$ cat config.mk
export PLATFORM = sky130hd
export DESIGN_NAME = vector_scalar_reduce
export DESIGN_NICKNAME = d
export VERILOG_FILES = /design/src/rtl/vector_scalar_reduce.sv
export SDC_FILE = /design/constraint.sdc
export NUM_CORES = 2
export LEC_CHECK = 0
export ABC_AREA = 1
export BUFFER_PORTS_ARGS = -buffer_cell sky130_fd_sc_hd__buf_4
export CAP_MARGIN = 0
export CORE_ASPECT_RATIO = 1.2
export CORE_MARGIN = 3
export CORE_UTILIZATION = 45
export DETAILED_ROUTE_END_ITERATION = 6
export PLACE_DENSITY_LB_ADDON = 0.2
export SLEW_MARGIN = 20
export SYNTH_ARGS = -nofsm -noshare
export SYNTH_HDL_FRONTEND = slang
export SYNTH_SLANG_ARGS = --single-unit
$ cat constraint.sdc
create_clock -name clk -period 4.3 [get_ports clk]
set_clock_uncertainty 0.1 [all_clocks]
set_input_delay 0 -clock clk [delete_from_list [all_inputs] [get_ports clk]]
set_output_delay 0 -clock clk [all_outputs]
set_load 0.03 [all_outputs]
$ cat src/rtl/vector_scalar_reduce.sv
// Reduces each traced N-lane vector to a scalar (sum or max) or passes it through,
// using a registered binary tree with one input stage and one stage per tree level.
module vector_scalar_reduce #(
    parameter int N                  = 8,
    parameter int DATA_WIDTH         = 32,
    parameter int MAX_CHAINS         = 4,
    parameter int PERSONAL_CONFIG_ID = 0,
    parameter int DATA_TYPE          = 0,
    parameter logic [MAX_CHAINS*8-1:0] INITIAL_FIRMWARE_OP = '0,
    localparam int CHAIN_W           = $clog2(MAX_CHAINS)
) (
    input  logic                    clk,
    input  logic                    rst,
    input  logic                    tracing,
    input  logic                    valid_in,
    input  logic [1:0]              eof_in,
    input  logic [1:0]              bof_in,
    input  logic [CHAIN_W-1:0]      chainId_in,
    input  logic [7:0]              configId,
    input  logic [7:0]              configData,
    input  logic [N*DATA_WIDTH-1:0] vector_in,
    output logic [N*DATA_WIDTH-1:0] vector_out,
    output logic                    valid_out,
    output logic [1:0]              eof_out,
    output logic [1:0]              bof_out,
    output logic [CHAIN_W-1:0]      chainId_out
);

    localparam int LEVELS = $clog2(N);
    localparam logic [7:0] CFG_ID = 8'(PERSONAL_CONFIG_ID);
    localparam logic [8:0] CHAIN_LIMIT = 9'(MAX_CHAINS);

    typedef enum logic [1:0] {OP_PASS = 2'd0, OP_SUM = 2'd1, OP_MAX = 2'd2} op_t;

    logic [7:0]            firmware_op [MAX_CHAINS];
    logic [7:0]            byte_counter;

    logic [DATA_WIDTH-1:0] lane_q  [LEVELS+1][N];
    op_t                   op_q    [LEVELS+1];
    logic                  valid_q [LEVELS+1];
    logic [1:0]            eof_q   [LEVELS+1];
    logic [1:0]            bof_q   [LEVELS+1];
    logic [CHAIN_W-1:0]    chain_q [LEVELS+1];

    op_t                   op_lookup;

    // Lane a is always the lower index, so ">=" makes it win ties.
    function automatic logic [DATA_WIDTH-1:0] combine(input op_t op,
                                                      input logic [DATA_WIDTH-1:0] a,
                                                      input logic [DATA_WIDTH-1:0] b);
        logic a_wins;
        if (DATA_TYPE == 1) a_wins = ($signed(a) >= $signed(b));
        else                a_wins = (a >= b);
        if (op == OP_SUM) return a + b;
        else              return a_wins ? a : b;
    endfunction

    always_ff @(posedge clk) begin
        if (rst) begin
            for (int c = 0; c < MAX_CHAINS; c++) firmware_op[c] <= INITIAL_FIRMWARE_OP[c*8 +: 8];
            byte_counter <= '0;
        end else if (!tracing) begin
            if (configId == CFG_ID) begin
                if ({1'b0, byte_counter} < CHAIN_LIMIT)
                    firmware_op[byte_counter[CHAIN_W-1:0]] <= configData;
                if (byte_counter != 8'hFF) byte_counter <= byte_counter + 8'd1;
            end else begin
                byte_counter <= '0;
            end
        end
    end

    always_comb begin
        op_lookup = OP_PASS;
        case (firmware_op[chainId_in])
            8'd1:    op_lookup = OP_SUM;
            8'd2:    op_lookup = OP_MAX;
            default: op_lookup = OP_PASS;
        endcase
    end

    // Data, op and side-band stages shift every cycle; only the input valid depends on tracing.
    always_ff @(posedge clk) begin
        if (rst) begin
            for (int k = 0; k <= LEVELS; k++) begin
                valid_q[k] <= 1'b0;
                op_q[k]    <= OP_PASS;
                eof_q[k]   <= '0;
                bof_q[k]   <= '0;
                chain_q[k] <= '0;
                for (int i = 0; i < N; i++) lane_q[k][i] <= '0;
            end
        end else begin
            valid_q[0] <= valid_in & tracing;
            op_q[0]    <= op_lookup;
            eof_q[0]   <= eof_in;
            bof_q[0]   <= bof_in;
            chain_q[0] <= chainId_in;
            for (int i = 0; i < N; i++) lane_q[0][i] <= vector_in[i*DATA_WIDTH +: DATA_WIDTH];

            for (int k = 1; k <= LEVELS; k++) begin
                valid_q[k] <= valid_q[k-1];
                op_q[k]    <= op_q[k-1];
                eof_q[k]   <= eof_q[k-1];
                bof_q[k]   <= bof_q[k-1];
                chain_q[k] <= chain_q[k-1];
                for (int i = 0; i < N; i++)
                    lane_q[k][i] <= (op_q[k-1] == OP_PASS) ? lane_q[k-1][i] : '0;
                // Level k keeps N>>k partial results in the low lanes.
                for (int i = 0; i < N/2; i++)
                    if (op_q[k-1] != OP_PASS && i < (N >> k))
                        lane_q[k][i] <= combine(op_q[k-1], lane_q[k-1][2*i], lane_q[k-1][2*i+1]);
            end
        end
    end

    always_comb begin
        vector_out = '0;
        for (int i = 0; i < N; i++) vector_out[i*DATA_WIDTH +: DATA_WIDTH] = lane_q[LEVELS][i];
    end

    assign valid_out   = valid_q[LEVELS] & tracing;
    assign eof_out     = eof_q[LEVELS];
    assign bof_out     = bof_q[LEVELS];
    assign chainId_out = chain_q[LEVELS];

endmodule

==> results.json <==
{
  "status": "completed",
  "grt_antenna_before_repair": 20,
  "drv_cap": 0,
  "synth.most_common_cell": "nand2_1",
  "port_buffers": 544,
  "r2r_end": "lane_q[2][207]$_DFFE_PP_",
  "min_path_cells": 4,
  "clk_pin_slew_worst_paths_ps": 70,
  "min_period_ps": 3750,
  "insertion_delay_ps": 770,
  "yosys.area.top_type": "edfxtp_1",
  "numCtsBuffers": 112,
  "drive_above_1_share": 0.0825,
  "netlist.area_leader.share": 0.299,
  "vias_per_cell": 5.19,
  "ir_drop_mv": 0.357,
  "post_cts_resized": 0,
  "antenna_left": 0,
  "grtUsageMet2": 0.589,
  "ys_ff_latch": 1098,
  "gp_congestion": 0.997,
  "drc": 0,
  "powerDensity_nw_per_um2": 362,
  "setup_viol": 0,
  "grt_pass1_wl_mm": 386,
  "ys_types": 46,
  "gr-usage-met1": 0.449,
  "p_switching_uw": 9690,
  "syn2layout_area_growth_pct": 26.8,
  "holdWs_ps": 40.8,
  "fmax_mhz": 267,
  "finalHoldViolCount": 0,
  "grtUsageTotal": 0.350,
  "rsz0062_at_grt": "false",
  "cts_hold_buf": 511,
  "regToRegSetupSlack_ps": 550,
  "critPathCaptureType": "flip-flop",
  "die_w_um": 351,
  "grt_max_degree": 211,
  "clock-sinks": 1098,
  "synth_area_leaders": "edfxtp_1, dfxtp_1, nand2_1",
  "design.core.area_um2": 142000,
  "critPathKind": "reg -> reg",
  "drt-total-wl_mm": 264,
  "synthTopCellsByCount": "nand2_1, inv_1, nor2_1, nand3_1, edfxtp_1",
  "wire_per_inst_um": 21.6,
  "synthArstFlopShare": 0,
  "p_int_uw": 19800,
  "reg2reg_from": "lane_q[1][143]$_SDFFCE_PN0P_",
  "dieArea_um2": 148000,
  "fin_crit_sh": 0.872,
  "reg2regPathDepth": 15,
  "post_cts_buffers": 0,
  "power_frac_seq": 0.424,
  "first_pass_iters": 6,
  "worst_pin_slew_ps": 1090,
  "netlist_area_um2": 64300,
  "max-clock-path-buffers": 3,
  "first_iter_violations": 6085,
  "hold_path.class": "in -> reg",
  "required_ps": 4730,
  "hold_end": "lane_q[0][59]$_SDFFCE_PN0P_",
  "relSlewSlack": 0.274,
  "final_util": 0.576,
  "syn_inst": 8725,
  "placed_cells": 11500,
  "die_h_um": 420,
  "final.setup.tns_ps": 0,
  "top_usage_layer": "met2",
  "rows": 151,
  "cts_tree": "built",
  "grt_pass1_vias": 61700,
  "synth_edf_count": 640,
  "use_met3": 0.0431,
  "synth_ff_type": "edfxtp_1",
  "gr-total-overflow": 0,
  "hp-start": "vector_in[219]",
  "num_vias": 63500,
  "clock_power_share": 0.344,
  "synth_area_per_cell_um2": 7.37,
  "final_nets": 11000,
  "cts_root_buf": "clkbuf_16",
  "slew_viol_final": 0,
  "p_comb_frac": 0.232,
  "startpoint_type": "flip-flop",
  "h-tree-depth": 3,
  "yosysWarnings": 0,
  "swShare": 0.328,
  "initial_core_util": 0.455,
  "stdcell_count": 12200,
  "worstPathMaxFanout": 33,
  "p_leak_uw": 0.0416,
  "cp_data_arrival_time_ps": 4180,
  "ys_seq_area_frac": 0.441,
  "top_level_ports": 545,
  "dp_hpwl_mm": 198,
  "power_uw": 29500
}
[layer usage]
layer	wire, um	part of all wire
met5	39	0.00015
met3	17700	0.067
met2	124000	0.47
met4	13100	0.050
met1	109000	0.41
[worst max-delay path by stage]
stage / from / cells after the start / endpoint / slack [ps]
floorplan: lane_q[2][192]$_DFFE_PP_ / 13 / lane_q[3][248]$_DFFE_PP_ / 1930
global placement: lane_q[1][143]$_SDFFCE_PN0P_ / 15 / lane_q[2][207]$_DFFE_PP_ / 790
detailed placement: lane_q[1][143]$_SDFFCE_PN0P_ / 15 / lane_q[2][207]$_DFFE_PP_ / 770
CTS: lane_q[1][143]$_SDFFCE_PN0P_ / 15 / lane_q[2][207]$_DFFE_PP_ / 680
global route: lane_q[1][143]$_SDFFCE_PN0P_ / 15 / lane_q[2][207]$_DFFE_PP_ / 370
finish: lane_q[1][143]$_SDFFCE_PN0P_ / 15 / lane_q[2][207]$_DFFE_PP_ / 550
[cells by family after synthesis]
kind of cell,count (synthesis),synth area share
simple gates,4737,0.305
compound gates,716,0.0602
buf+inv,1687,0.100
xor+xnor,37,0.00504
fa+ha+maj,449,0.0882
flops,1098,0.441
other cells,1,0.0000583
[per-stage QoR]
step | setup WS, ps | instance area, um^2
after floorplan | 1930 | 66600
final | 550 | 81500
after CTS | 675 | 81500
after global routing | 368 | 81500
after global placement | 793 | 72500
after detailed placement | 773 | 72500
[area by class of cell]
type / instances / area, um^2
fill: 12900 / 60000
multi-input combinational: 6547 / 31900
sequential: 1098 / 28400
timing repair buffer: 1131 / 9910
inverter: 1384 / 5200
clock buffer: 161 / 3290
tap: 1836 / 2300
clock inverter: 51 / 573
antenna: 13 / 32.5
[sequential cells by signal (all words and copies together), names as in the netlist]
register	count
lane_q	1024
bof_q	8
eof_q	8
valid_q	4
byte_counter	8
chain_q	8
firmware_op	32
op_q	6
[worst max-delay path, cell delays in order, from the launching register on]
cell and delay [ps]:
edfxtp_1 620, inv_1 170, ha_1 470, nand2_1 130
nor2_2 210, nand4_1 140, nor2_1 140, nor2_1 50
nand2_1 100, nand2_2 200, nand2_2 140, buf_12 220
nand2_1 70, nand3_1 130, nand3_1 280, nand2_1 280
[power groups by stage]
stage	Clock, uW	Combinational (uW)	Sequential, uW
global route	10700	7530	12500
global placement	0	6310	12700
floorplan	0	3930	12600
detailed placement	0	6290	12700
CTS	10300	6680	12500
finish	10200	6860	12500
[cell usage in the layout (no fill, tap or decap), types with 11 or more instances in the layout]
cell type,n
a21o_1,21
a21oi_1,347
a31oi_1,25
and2_1,11
buf_4,609
clkbuf_1,25
clkbuf_16,118
clkbuf_8,17
clkinv_2,16
conb_1,608
dfxtp_1,458
diode_2,13
dlygate4sd3_1,511
edfxtp_1,640
ha_1,442
inv_1,1370
nand2_1,2332
nand3_1,759
nand4_1,236
nor2_1,1260
nor3_1,76
nor4_1,21
o21ai_0,231
o21bai_1,50
xor2_1,35
Note: power is estimated with default switching activity, not from simulation.
